`src/rtl/pc_fetch_stage.sv`:
```
// Program counter and instruction-fetch controller for the LEGv8 core.
// Drives the instruction-memory request and fills an IF/ID register with stall/flush support.
module pc_fetch_stage #(
   parameter logic [31:0] RESET_PC = 32'h0000_0000
) (
   input  logic        clk,
   input  logic        reset,
   input  logic [31:0] next_pc,
   input  logic        stall,
   input  logic        flush,
   input  logic        imem_ready,
   input  logic [31:0] imem_rdata,
   output logic        imem_req,
   output logic [31:0] imem_addr,
   output logic [31:0] pc,
   output logic [31:0] pc_plus4,
   output logic        if_id_valid,
   output logic [31:0] if_id_pc,
   output logic [31:0] if_id_instr
);

   typedef enum logic [1:0] {
      IDLE    = 2'd0,
      FETCH   = 2'd1,
      DRAIN   = 2'd2,
      STALLED = 2'd3
   } state_t;

   state_t      state, state_d;
   logic [31:0] pc_d;
   logic        valid_d;
   logic [31:0] id_pc_d, id_instr_d;
   logic [31:0] buf_instr, buf_instr_d;
   logic [31:0] buf_pc, buf_pc_d;
   logic [31:0] redirect, redirect_d;
   logic [31:0] target;

   assign target    = {next_pc[31:2], 2'b00};
   assign pc_plus4  = pc + 32'd4;
   assign imem_addr = pc;
   assign imem_req  = (state == FETCH) || (state == DRAIN);

   always_comb begin
      // NOTE: every output gets a default first so no path can infer a latch.
      state_d     = state;
      pc_d        = pc;
      valid_d     = if_id_valid;
      id_pc_d     = if_id_pc;
      id_instr_d  = if_id_instr;
      buf_instr_d = buf_instr;
      buf_pc_d    = buf_pc;
      redirect_d  = redirect;

      unique case (state)
         IDLE: state_d = FETCH;

         FETCH: begin
            if (imem_ready) begin
               if (flush) begin
                  pc_d    = target;
                  valid_d = 1'b0;
               end else if (stall) begin
                  buf_instr_d = imem_rdata;
                  buf_pc_d    = pc;
                  state_d     = STALLED;
               end else begin
                  valid_d    = 1'b1;
                  id_pc_d    = pc;
                  id_instr_d = imem_rdata;
                  pc_d       = target;
               end
            end else if (flush) begin
               redirect_d = target;
               valid_d    = 1'b0;
               state_d    = DRAIN;
            end else if (!stall) begin
               valid_d = 1'b0;
            end
         end

         // Old request still outstanding: its word is discarded, the newest flush target wins.
         DRAIN: begin
            if (flush) redirect_d = target;
            if (imem_ready) begin
               pc_d    = flush ? target : redirect;
               state_d = FETCH;
            end
         end

         STALLED: begin
            if (flush) begin
               pc_d    = target;
               valid_d = 1'b0;
               state_d = FETCH;
            end else if (!stall) begin
               valid_d    = 1'b1;
               id_pc_d    = buf_pc;
               id_instr_d = buf_instr;
               pc_d       = target;
               state_d    = FETCH;
            end
         end

         default: state_d = IDLE;
      endcase
   end

   // NOTE: sequential state uses non-blocking assignments so all registers update together.
   always_ff @(posedge clk or posedge reset) begin
      if (reset) begin
         state       <= IDLE;
         pc          <= RESET_PC;
         if_id_valid <= 1'b0;
         if_id_pc    <= 32'd0;
         if_id_instr <= 32'd0;
         buf_instr   <= 32'd0;
         buf_pc      <= 32'd0;
         redirect    <= 32'd0;
      end else begin
         state       <= state_d;
         pc          <= pc_d;
         if_id_valid <= valid_d;
         if_id_pc    <= id_pc_d;
         if_id_instr <= id_instr_d;
         buf_instr   <= buf_instr_d;
         buf_pc      <= buf_pc_d;
         redirect    <= redirect_d;
      end
   end

endmodule
```
`config.mk`:
```
export PLATFORM = sky130hd
export DESIGN_NAME = pc_fetch_stage
export DESIGN_NICKNAME = d
export VERILOG_FILES = /design/src/rtl/pc_fetch_stage.sv
export SDC_FILE = /design/constraint.sdc
export NUM_CORES = 1
export LEC_CHECK = 0
export ABC_AREA = 1
export CAP_MARGIN = 20
export CORE_MARGIN = 2
export CORE_UTILIZATION = 54
export CTS_CLUSTER_SIZE = 20
export DETAILED_ROUTE_END_ITERATION = 6
export PLACE_DENSITY_LB_ADDON = 0.25
export SYNTH_ARGS = -nofsm -noshare
export SYNTH_HDL_FRONTEND = slang
export SYNTH_SLANG_ARGS = --single-unit
```
`constraint.sdc`:
```
create_clock -name clk -period 16.23 [get_ports clk]
set_input_delay 3.246 -clock clk [delete_from_list [all_inputs] [get_ports clk]]
set_output_delay 3.246 -clock clk [all_outputs]
set_load 0.01 [all_outputs]
```
==> reports/qor.txt, run 1 <==
FMAX = 170 MHz
Syn_area_per_cell = 8.27 um^2
GRT overflow = 0
# IOs = 231
Drc violations = 0
Syn Nets = 1201
DRT Pass-1 Iters = 7
DR iter-0 viols = 414
Peak VDD IR = 0.108 mV
Final ANT Viol Nets = 0
Number of max-cap violations = 0
Synth warn = 0
Most common cell after layout, fill and taps aside = nand2_1
Post-route cell area = 12200 um^2
N_diodes = 0
Dominant synthesized flop cell = dfrtp_1
Core area = 17100 um^2
Drt via density = 5.25
Setup crit start kind = register
Slew @ Worst Pin = 0.919 ns
Hold slack = 0.474 ns
Die Y = 135 um
Most frequent cells in the layout = 359 x nand2_1, 228 x clkdlybuf4s50_1, 195 x dfrtp_1
Worst Setup SP = imem_addr[3]$_DFFE_PP0P_
Setup Crit Path Kind = reg2out
Clk sink count = 195
Gr usage total = 26.2%
TritonCTS buffer count = 17
R2R Path Start = state[0]$_DFFE_PP0P_
Largest net degree at the start of global routing = 133
Via count = 8011
Post-CTS Hold Buffers = 0
Number of global-route vias before repair = 7500
CP Max Fanout = 7
Die Width = 135 um
HP Class = reg2reg
First-pass GRT wire length = 37700 um
DR WL/cell = 15.5 um
EDFF count, synth = 0
Setup-failing EPs final = 0
Die Area = 18300 um^2
Slew Viols, Final = 0
Post-synthesis sequential area ratio = 52.4%
Antenna violations before repair = 0
Pwr Density = 208 nW/um^2
CTS tree = done
FF-to-FF setup slack = 13.74 ns
Synthesis-stage register bit count = 195
CTS clk-pin slew, worst paths = 0.07 ns
Layout Nets = 1364
Final Cycle Share = 36.2%
Rel. slew slack = 38.7%
Critical Path RT = 12.98 ns
Worst-skew pair later-pin latency = 0.43 ns
Max Buffers Root-to-Sink = 2
Starting density of the core = 54.6%
Synth-to-Final Area Change = 30.6%
# port buffers = 228
Row count = 48
CP endpoint kind = primary output
LEAKAGE = 5.62 nW
Post-CTS Setup Bufs = 0
Min-delay src = redirect[0]$_DFFE_PP0P_
Distinct cell type count after synthesis = 24
Clock Skew = 0.0127 ns
Worst Path Arrival = 2.63 ns
Drt total wl = 23700 um
CTS root buffer = clkbuf_16
RSZ-0062 raised after global routing = no
Ys async rst share = 100%
Placed cell area = 11400 um^2
Post-cts resize count = 0
Final hold violation count = 0
H-tree levels = 4
Status = complete, no violations
Count of mapped cells out of synthesis = 1126
DPL Wire Length = 15400 um
Share of cells above drive strength 1 = 4.38%
Final min period = 5.88 ns
Post-Syn Area = 9310 um^2
Placer Congestion = 0.845
Fillers = 1349
Total negative setup slack = 0 ns
cells in the mapped netlist, types with 2 or more instances:
cell type / instances / area, um^2
nor2_2: 6 / 37.5
dfrtp_1: 195 / 4880
nand2_1: 361 / 1360
ha_1: 6 / 75.1
o21ai_0: 146 / 731
buf_4: 36 / 270
buf_2: 26 / 130
xor2_1: 13 / 114
clkbuf_1: 31 / 116
mux2i_1: 42 / 420
inv_1: 68 / 255
inv_2: 3 / 11.3
a21oi_1: 27 / 135
xnor2_1: 2 / 17.5
nand3b_1: 2 / 15.0
o21ai_1: 35 / 175
nand3_1: 59 / 295
nor2_1: 62 / 233
worst max-delay path, cell delays in order, from the launching register on:
cell and delay, ns:
dfrtp_1 0.47, ha_1 0.27, nand3_1 0.16, nor2_1 0.36, nand3_1 0.15, xor2_1 0.21
clkdlybuf4s50_1 0.58
state kept, by name (all words and copies together) (netlist names):
signal / flops
buf_instr: 32
buf_pc: 32
if_id_instr: 32
if_id_pc: 32
if_id_valid: 1
imem_addr: 32
redirect: 32
state: 2
path summary, 6_finish.rpt:
kind                                              end  depth (start not counted)
max                                      pc_plus4[16]                          6
min                           redirect[0]$_DFFE_PP0P_                          2
max reg2reg                if_id_instr[5]$_DFFE_PP0P_                          6
min reg2reg                   redirect[0]$_DFFE_PP0P_                          2
max in group asynchronous      buf_pc[27]$_DFFE_PP0P_                          3
min in group asynchronous    imem_addr[2]$_DFFE_PP0P_                          2
cell families after synthesis:
group	synth area share, %
mux	4.51
xor+xnor	1.41
simple gates	21.0
fa+ha+maj	0.806
compound gates	11.5
buf+inv	8.45
flops	52.4
where the power goes:
group	switching [mW]	internal (mW)
sequential	0.192	0.712
clock	0.192	0.262
combinational	0.619	0.555
metal layers:
layer  share of wire, %  vias up  track usage (%)
met2                 47      291             42.0
met3                8.2       34             6.85
met5                  0        -                0
li1                   -     3913                -
met1                 43     3773             34.8
met4                1.8        0             9.38
layout make-up:
class | instances | area [um^2] | share of cell area (%)
repair buffers | 237 | 2410 | 19.8
clock inverters | 15 | 215 | 1.77
flip-flops and latches | 195 | 4880 | 40.1
inverters | 72 | 278 | 2.28
well taps | 225 | 282 | 2.31
clock buffers | 17 | 425 | 3.50
multi-input cells | 766 | 3670 | 30.2
through the flow:
stage                     power (mW)  setup slack (ns)  cells  utilization [%]
after floorplan                 1.54              7.67   1126                -
after global placement          2.02              9.98   1492             67.1
after detailed placement        2.06              9.90   1492             67.1
after CTS                       2.53             10.30   1524             70.8
after global routing            2.71             10.21   1527             71.3
final                           2.53             10.35   1527             71.3
Power figures use the tool's default switching activity.
==> run 2, diff against run 1 <==
CORE_UTILIZATION = 50   (was 54)
clock period = 5.41 ns   (was 16.23 ns; I/O delays follow)
==> run 2 against run 1 <==
Sequential share of layout area rose by 0.23 points; die area is 7.8% higher; non-clock buffer count is 2 higher; global-route usage down 2.0 points; clock power rose to 2.9 times the previous value; hold slack lost 0.0021 ns; critical path depth unchanged; routed wire length grew 0.83%; final cell count increased by 0.39%; clock skew shrank 0.0011 ns; power increased to 3.0 times the previous value; critical endpoint unchanged.
==> reports/qor.txt, run 2 (synthesis gave the netlist of run 1 again) <==
Gr usage total = 24.2% (-2.0 points)
Most frequent cells in the layout = 359 x nand2_1, 228 x clkdlybuf4s50_1, 195 x dfrtp_1
Worst Setup SP = imem_addr[3]$_DFFE_PP0P_
Slew Viols, Final = 0 (unchanged)
Drt via density = 5.19 (-0.99%)
Multi-input logic area = 3670 um^2 (unchanged)
Total negative setup slack = 0 ns (unchanged)
CP cell instances = ha_1 -> nand3_1 -> nor2_1 -> nand3_1 -> xor2_1 -> clkdlybuf4s50_1
Die Area = 19700 um^2 (+7.8%)
Max Buffers Root-to-Sink = 2 (unchanged)
FF-to-FF setup slack = 2.48 ns (-11.26 ns)
Largest net degree at the start of global routing = 106 (-20%)
Synth-to-Final Area Change = 29.8%
Clk sink count = 195 (unchanged)
CTS root buffer = clkbuf_16
Post-CTS Hold Buffers = 0 (unchanged)
Most common cell after layout, fill and taps aside = nand2_1
Setup Crit Path Kind = reg2out
H-tree levels = 4 (unchanged)
Slowest cell delay on critical path = 0.57 ns (about the same)
CTS tree = done
Final hold violation count = 0 (unchanged)
CP Capture Point = pc_plus4[16]
Slew @ Worst Pin = 1.01 ns (+0.0905 ns)
Sequential cell area = 4880 um^2 (unchanged)
Status = complete, no violations
Setup-failing EPs final = 0 (unchanged)
Core area = 18100 um^2 (+6.4%)
Rel. slew slack = 32.6% (-6.1 points)
Clock Skew = 0.0116 ns (-0.00106 ns)
Die Y = 140 um (+3.8%)
Worst-skew pair later-pin latency = 0.44 ns (about the same)
Placer Congestion = 0.892 (+5.6%)
Starting density of the core = 51.3% (-3.3 points)
# IOs = 231 (unchanged)
Setup crit start kind = register
HP Class = reg2reg
Via count = 7963 (-0.60%)
CTS clk-pin slew, worst paths = 0.08 ns (about the same)
TritonCTS buffer count = 17 (unchanged)
Antenna violations before repair = 0 (unchanged)
LEAKAGE = 5.60 nW (-0.45%)
First-pass GRT wire length = 38400 um (+1.8%)
Final ANT Viol Nets = 0 (unchanged)
Final min period = 3.73 ns
Drc violations = 0 (unchanged)
RSZ-0062 raised after global routing = no
Slowest-stage cell, CP = clkdlybuf4s50_1
Number of global-route vias before repair = 7434 (-0.88%)
R2R Path Start = state[0]$_DFFE_PP0P_
Drt total wl = 23900 um (+0.83%)
Pre-CTS setup slack = 1.99 ns (-7.91 ns)
Crit path top cell by count = nand3_1
CP endpoint kind = primary output
Row count = 49 (+2.1%)
Die Width = 140 um (+3.8%)
Setup ws final = 1.68 ns (-8.68 ns)
Path depth of the worst reg2reg path = 7 (+1)
Peak VDD IR = 0.307 mV (+190%)
Layout Nets = 1366 (+0.15%)
Worst Path Arrival = 2.65 ns (+0.02 ns)
DR iter-0 viols = 470 (+14%)
Critical Path RT = 4.33 ns (-8.65 ns)
Post-route insts no fill = 1533 (+0.39%)
Final Cycle Share = 69.0%
Fillers = 1511 (+12%)
DRT Pass-1 Iters = 5 (-2)
Placed Cells = 1501 (+0.60%)
CP Max Fanout = 7 (unchanged)
# port buffers = 228 (unchanged)
Post-CTS Setup Bufs = 0 (unchanged)
DPL Wire Length = 16300 um (+5.6%)
FMAX = 268 MHz
Number of max-cap violations = 0 (unchanged)
Pwr Density = 619 nW/um^2 (+200%)
FF-to-FF End = if_id_instr[14]$_DFFE_PP0P_
GRT overflow = 0 (unchanged)
DR WL/cell = 15.6 um (+0.44%)
N_diodes = 0 (unchanged)
Hold slack = 0.472 ns (-0.00211 ns)
Share of cells above drive strength 1 = 4.52% (+0.15 points)
Post-cts resize count = 0 (unchanged)
==> run 2: worst min path at each step <==
stage | endpoint | startpoint | depth (start not counted)
3_5_place_dp | redirect[0]$_DFFE_PP0P_ | redirect[0]$_DFFE_PP0P_ | 2
6_report | buf_instr[12]$_DFFE_PP0P_ | buf_instr[12]$_DFFE_PP0P_ | 2
2_1_floorplan | redirect[0]$_DFFE_PP0P_ | redirect[0]$_DFFE_PP0P_ | 2
5_1_grt | redirect[1]$_DFFE_PP0P_ | redirect[1]$_DFFE_PP0P_ | 2
3_3_place_gp | redirect[0]$_DFFE_PP0P_ | redirect[0]$_DFFE_PP0P_ | 2
4_1_cts | redirect[0]$_DFFE_PP0P_ | redirect[0]$_DFFE_PP0P_ | 2
==> run 2: area by class of cell <==
cell class / instances / share of cell area (%)
clock buffer: 18 / 3.63
sequential: 195 / 40.4
tap: 229 / 2.37
clock inverter: 14 / 1.35
timing repair buffer: 239 / 19.7
inverter: 72 / 2.27
multi-input combinational: 766 / 30.4
==> run 2: stage by stage <==
stage	power, mW	utilization, %	area [um^2]
finish	7.48	66.6	12100
global route	8.04	66.6	12100
CTS	7.53	66.6	12100
detailed placement	6.21	63.3	11500
global placement	6.10	63.3	11500
floorplan	4.63	-	9320
==> run 2: worst max-delay path, delay by kind of cell, from the launching register on <==
family                   cells  cell delay (ns)
AND/OR/NAND/NOR              3             0.69
buffers and inverters        1             0.57
adder cells (fa/ha/maj)      1             0.27
flip-flops                   1             0.45
XOR/XNOR                     1             0.23
==> run 2: layer usage <==
layer	share of wire, %	routed length (um)	up-vias	global-route usage [%]
li1	-	-	3914	-
met1	45	10700	3722	33.5
met2	46	11100	298	38.5
met3	7.6	1810	29	6.29
met4	1.4	337	0	6.05
met5	0	0	-	0
==> run 2: power breakdown <==
group	internal (mW)	leakage, nW	switching (mW)
logic	1.63	2.90	1.85
clock network	0.708	0.295	0.587
registers	2.14	2.40	0.570
==> run 3, diff against run 2 <==
CORE_UTILIZATION = 45   (was 50)
clock period = 3.3 ns   (was 5.41 ns; I/O delays follow)
==> run 3 against run 2 <==
Non-clock buffer count increased by 7; utilization is 6.6 points lower; global-route usage fell by 2.2 points; critical path type unchanged; register-to-register slack worse by 1.3 ns; routed wire length down 0.75%; final cell count up 3.1%.
==> reports/qor.txt, run 3 (synthesis gave the netlist of run 1 again) <==
Status = complete, no violations
Clock power share = 16.2% (-1.1 points)
Final hold violation count = 0 (unchanged)
Core area = 20300 um^2 (+12%)
Layout Nets = 1373 (+0.51%)
CTS root buffer = clkbuf_16
Max Buffers Root-to-Sink = 2 (unchanged)
Internal power = 7.32 mW (+64%)
Die Area = 21900 um^2 (+11%)
Die Y = 148 um (+5.3%)
LEAKAGE = 5.61 nW (+0.23%)
Switch Pwr = 4.84 mW (+61%)
Via count = 7782 (-2.3%)
Total negative setup slack = 0 ns (unchanged)
Setup Crit Path Kind = reg2out
HP Class = reg2reg
Post-cts resize count = 1 (+1)
Worst Setup SP = imem_addr[2]$_DFFE_PP0P_
Gr usage total = 22.0% (-2.2 points)
Post-CTS Setup Bufs = 0 (unchanged)
Drt total wl = 23700 um (-0.75%)
Min-delay src = redirect[1]$_DFFE_PP0P_
Pwr Density = 998 nW/um^2 (+61%)
FMAX = 320 MHz
First-pass GRT wire length = 38100 um (-0.76%)
Slew Viols, Final = 0 (unchanged)
TritonCTS buffer count = 17 (unchanged)
Most common cell after layout, fill and taps aside = nand2_1
Slew @ Worst Pin = 0.928 ns (-0.0817 ns)
Drc violations = 0 (unchanged)
Die Width = 148 um (+5.3%)
# port buffers = 228 (unchanged)
CP Max Fanout = 5 (-2)
# IOs = 231 (unchanged)
Final ANT Viol Nets = 0 (unchanged)
Clk sink count = 195 (unchanged)
Starting density of the core = 45.9% (-5.4 points)
DR WL/cell = 15.0 um (-3.7%)
CTS tree = done
RSZ-0062 raised after global routing = no
Synth-to-Final Area Change = 30.8%
Critical Path RT = 2.64 ns (-1.69 ns)
Setup crit start kind = register
Worst-skew pair later-pin latency = 0.43 ns (about the same)
DR iter-0 viols = 422 (-10%)
CTS clk-pin slew, worst paths = 0.07 ns (about the same)
Worst Path Arrival = 2.47 ns (-0.18 ns)
Antenna violations before repair = 0 (unchanged)
GRT overflow = 0 (unchanged)
Final min period = 3.13 ns
Fillers = 1845 (+22%)
H-tree levels = 4 (unchanged)
Drt via density = 4.93 (-5.2%)
Comb pwr share = 47.4% (+0.9 points)
DPL Wire Length = 16300 um (about the same)
Largest net degree at the start of global routing = 135 (+27%)
Placed Cells = 1549 (+3.2%)
Number of global-route vias before repair = 7415 (-0.26%)
Peak VDD IR = 0.428 mV (+40%)
Reg power frac = 36.5% (+0.3 points)
Share of cells above drive strength 1 = 5.34% (+0.82 points)
Switching Share = 39.8% (-0.36 points)
Post-route insts no fill = 1580 (+3.1%)
Most frequent cells in the layout = 359 x nand2_1, 228 x clkdlybuf4s50_1, 190 x dfrtp_1
Row count = 52 (+6.1%)
CP endpoint kind = primary output
DRT Pass-1 Iters = 5 (unchanged)
Final Cycle Share = 94.8%
Number of max-cap violations = 0 (unchanged)
Setup-failing EPs final = 0 (unchanged)
Placer Congestion = 0.869 (-2.5%)
Rel. slew slack = 37.8% (+5.2 points)
N_diodes = 0 (unchanged)
Post-CTS Hold Buffers = 0 (unchanged)
R2R Path Start = state[1]$_DFFE_PP0P_
Clock Skew = 0.00817 ns (-0.00342 ns)
run 3: cell count changes in the layout (fill, tap and decap cells not counted):
cell	change
buf_12	+2
buf_4	+5
bufinv_16	-1
clkbuf_1	+2
clkinv_2	+3
clkinv_4	-1
dfrtp_1	-5
dfrtp_2	+5
inv_6	-3
inv_8	-1
nor2_1	-2
nor2_2	+1
nor2_4	+1
run 3: layer usage:
layer,global-route usage (%),wire length [um],vias to the layer above
li1,-,-,3930
met1,29.2,10700,3583
met2,35.8,10800,242
met3,5.52,1790,27
met4,6.76,398,0
met5,0,0,-
run 3: area by class of cell:
type	count	area [um^2]	area share (%)
Sequential cell	195	4890	40.1
Multi-Input combinational cell	766	3680	30.2
Timing Repair Buffer	246	2450	20.1
Clock buffer	20	447	3.67
Tap cell	270	338	2.77
Inverter	72	274	2.25
Clock inverter	11	101	0.832
run 3: critical path: stages (launching register included):
cell	delay, ns
dfrtp_1	0.41
ha_1	0.23
nand3_1	0.20
nor2_2	0.27
nand3_1	0.13
xor2_1	0.22
clkdlybuf4s50_1	0.58
run 3: power by group through the flow:
| stage | Clock, mW | Combinational, mW | Sequential, mW |
|---|---|---|---|
| floorplan | 0 | 3.15 | 4.43 |
| global placement | 0 | 5.69 | 4.41 |
| detailed placement | 0 | 5.78 | 4.46 |
| CTS | 2.03 | 5.82 | 4.42 |
| global route | 2.12 | 6.42 | 4.59 |
| finish | 1.97 | 5.76 | 4.43 |
run 3: path summary, 6_finish.rpt:
| kind | endpoint | slack [ns] | cells after the start |
|---|---|---|---|
| min reg2reg | redirect[1]$_DFFE_PP0P_ | 0.47 | 2 |
| max reg2reg | buf_pc[6]$_DFFE_PP0P_ | 1.23 | 8 |
| min in group asynchronous | redirect[4]$_DFFE_PP0P_ | 0.73 | 3 |
| min | redirect[1]$_DFFE_PP0P_ | 0.47 | 2 |
| max | pc_plus4[16] | 0.17 | 6 |
| max in group asynchronous | if_id_valid$_DFFE_PP0P_ | 1.95 | 3 |
run 3: per-stage QoR:
step	setup slack [ns]	power (mW)	hold WS (ns)	utilization (%)	cell area [um^2]
3_5_place_dp	0.468	10.2	0.452	57.2	11600
5_1_grt	0.0217	13.1	0.495	60.0	12200
3_3_place_gp	0.472	10.1	0.449	57.2	11600
4_1_cts	0.0238	12.3	0.471	60.0	12200
2_1_floorplan	0.122	7.58	0.436	-	9320
6_report	0.171	12.2	0.467	60.0	12200
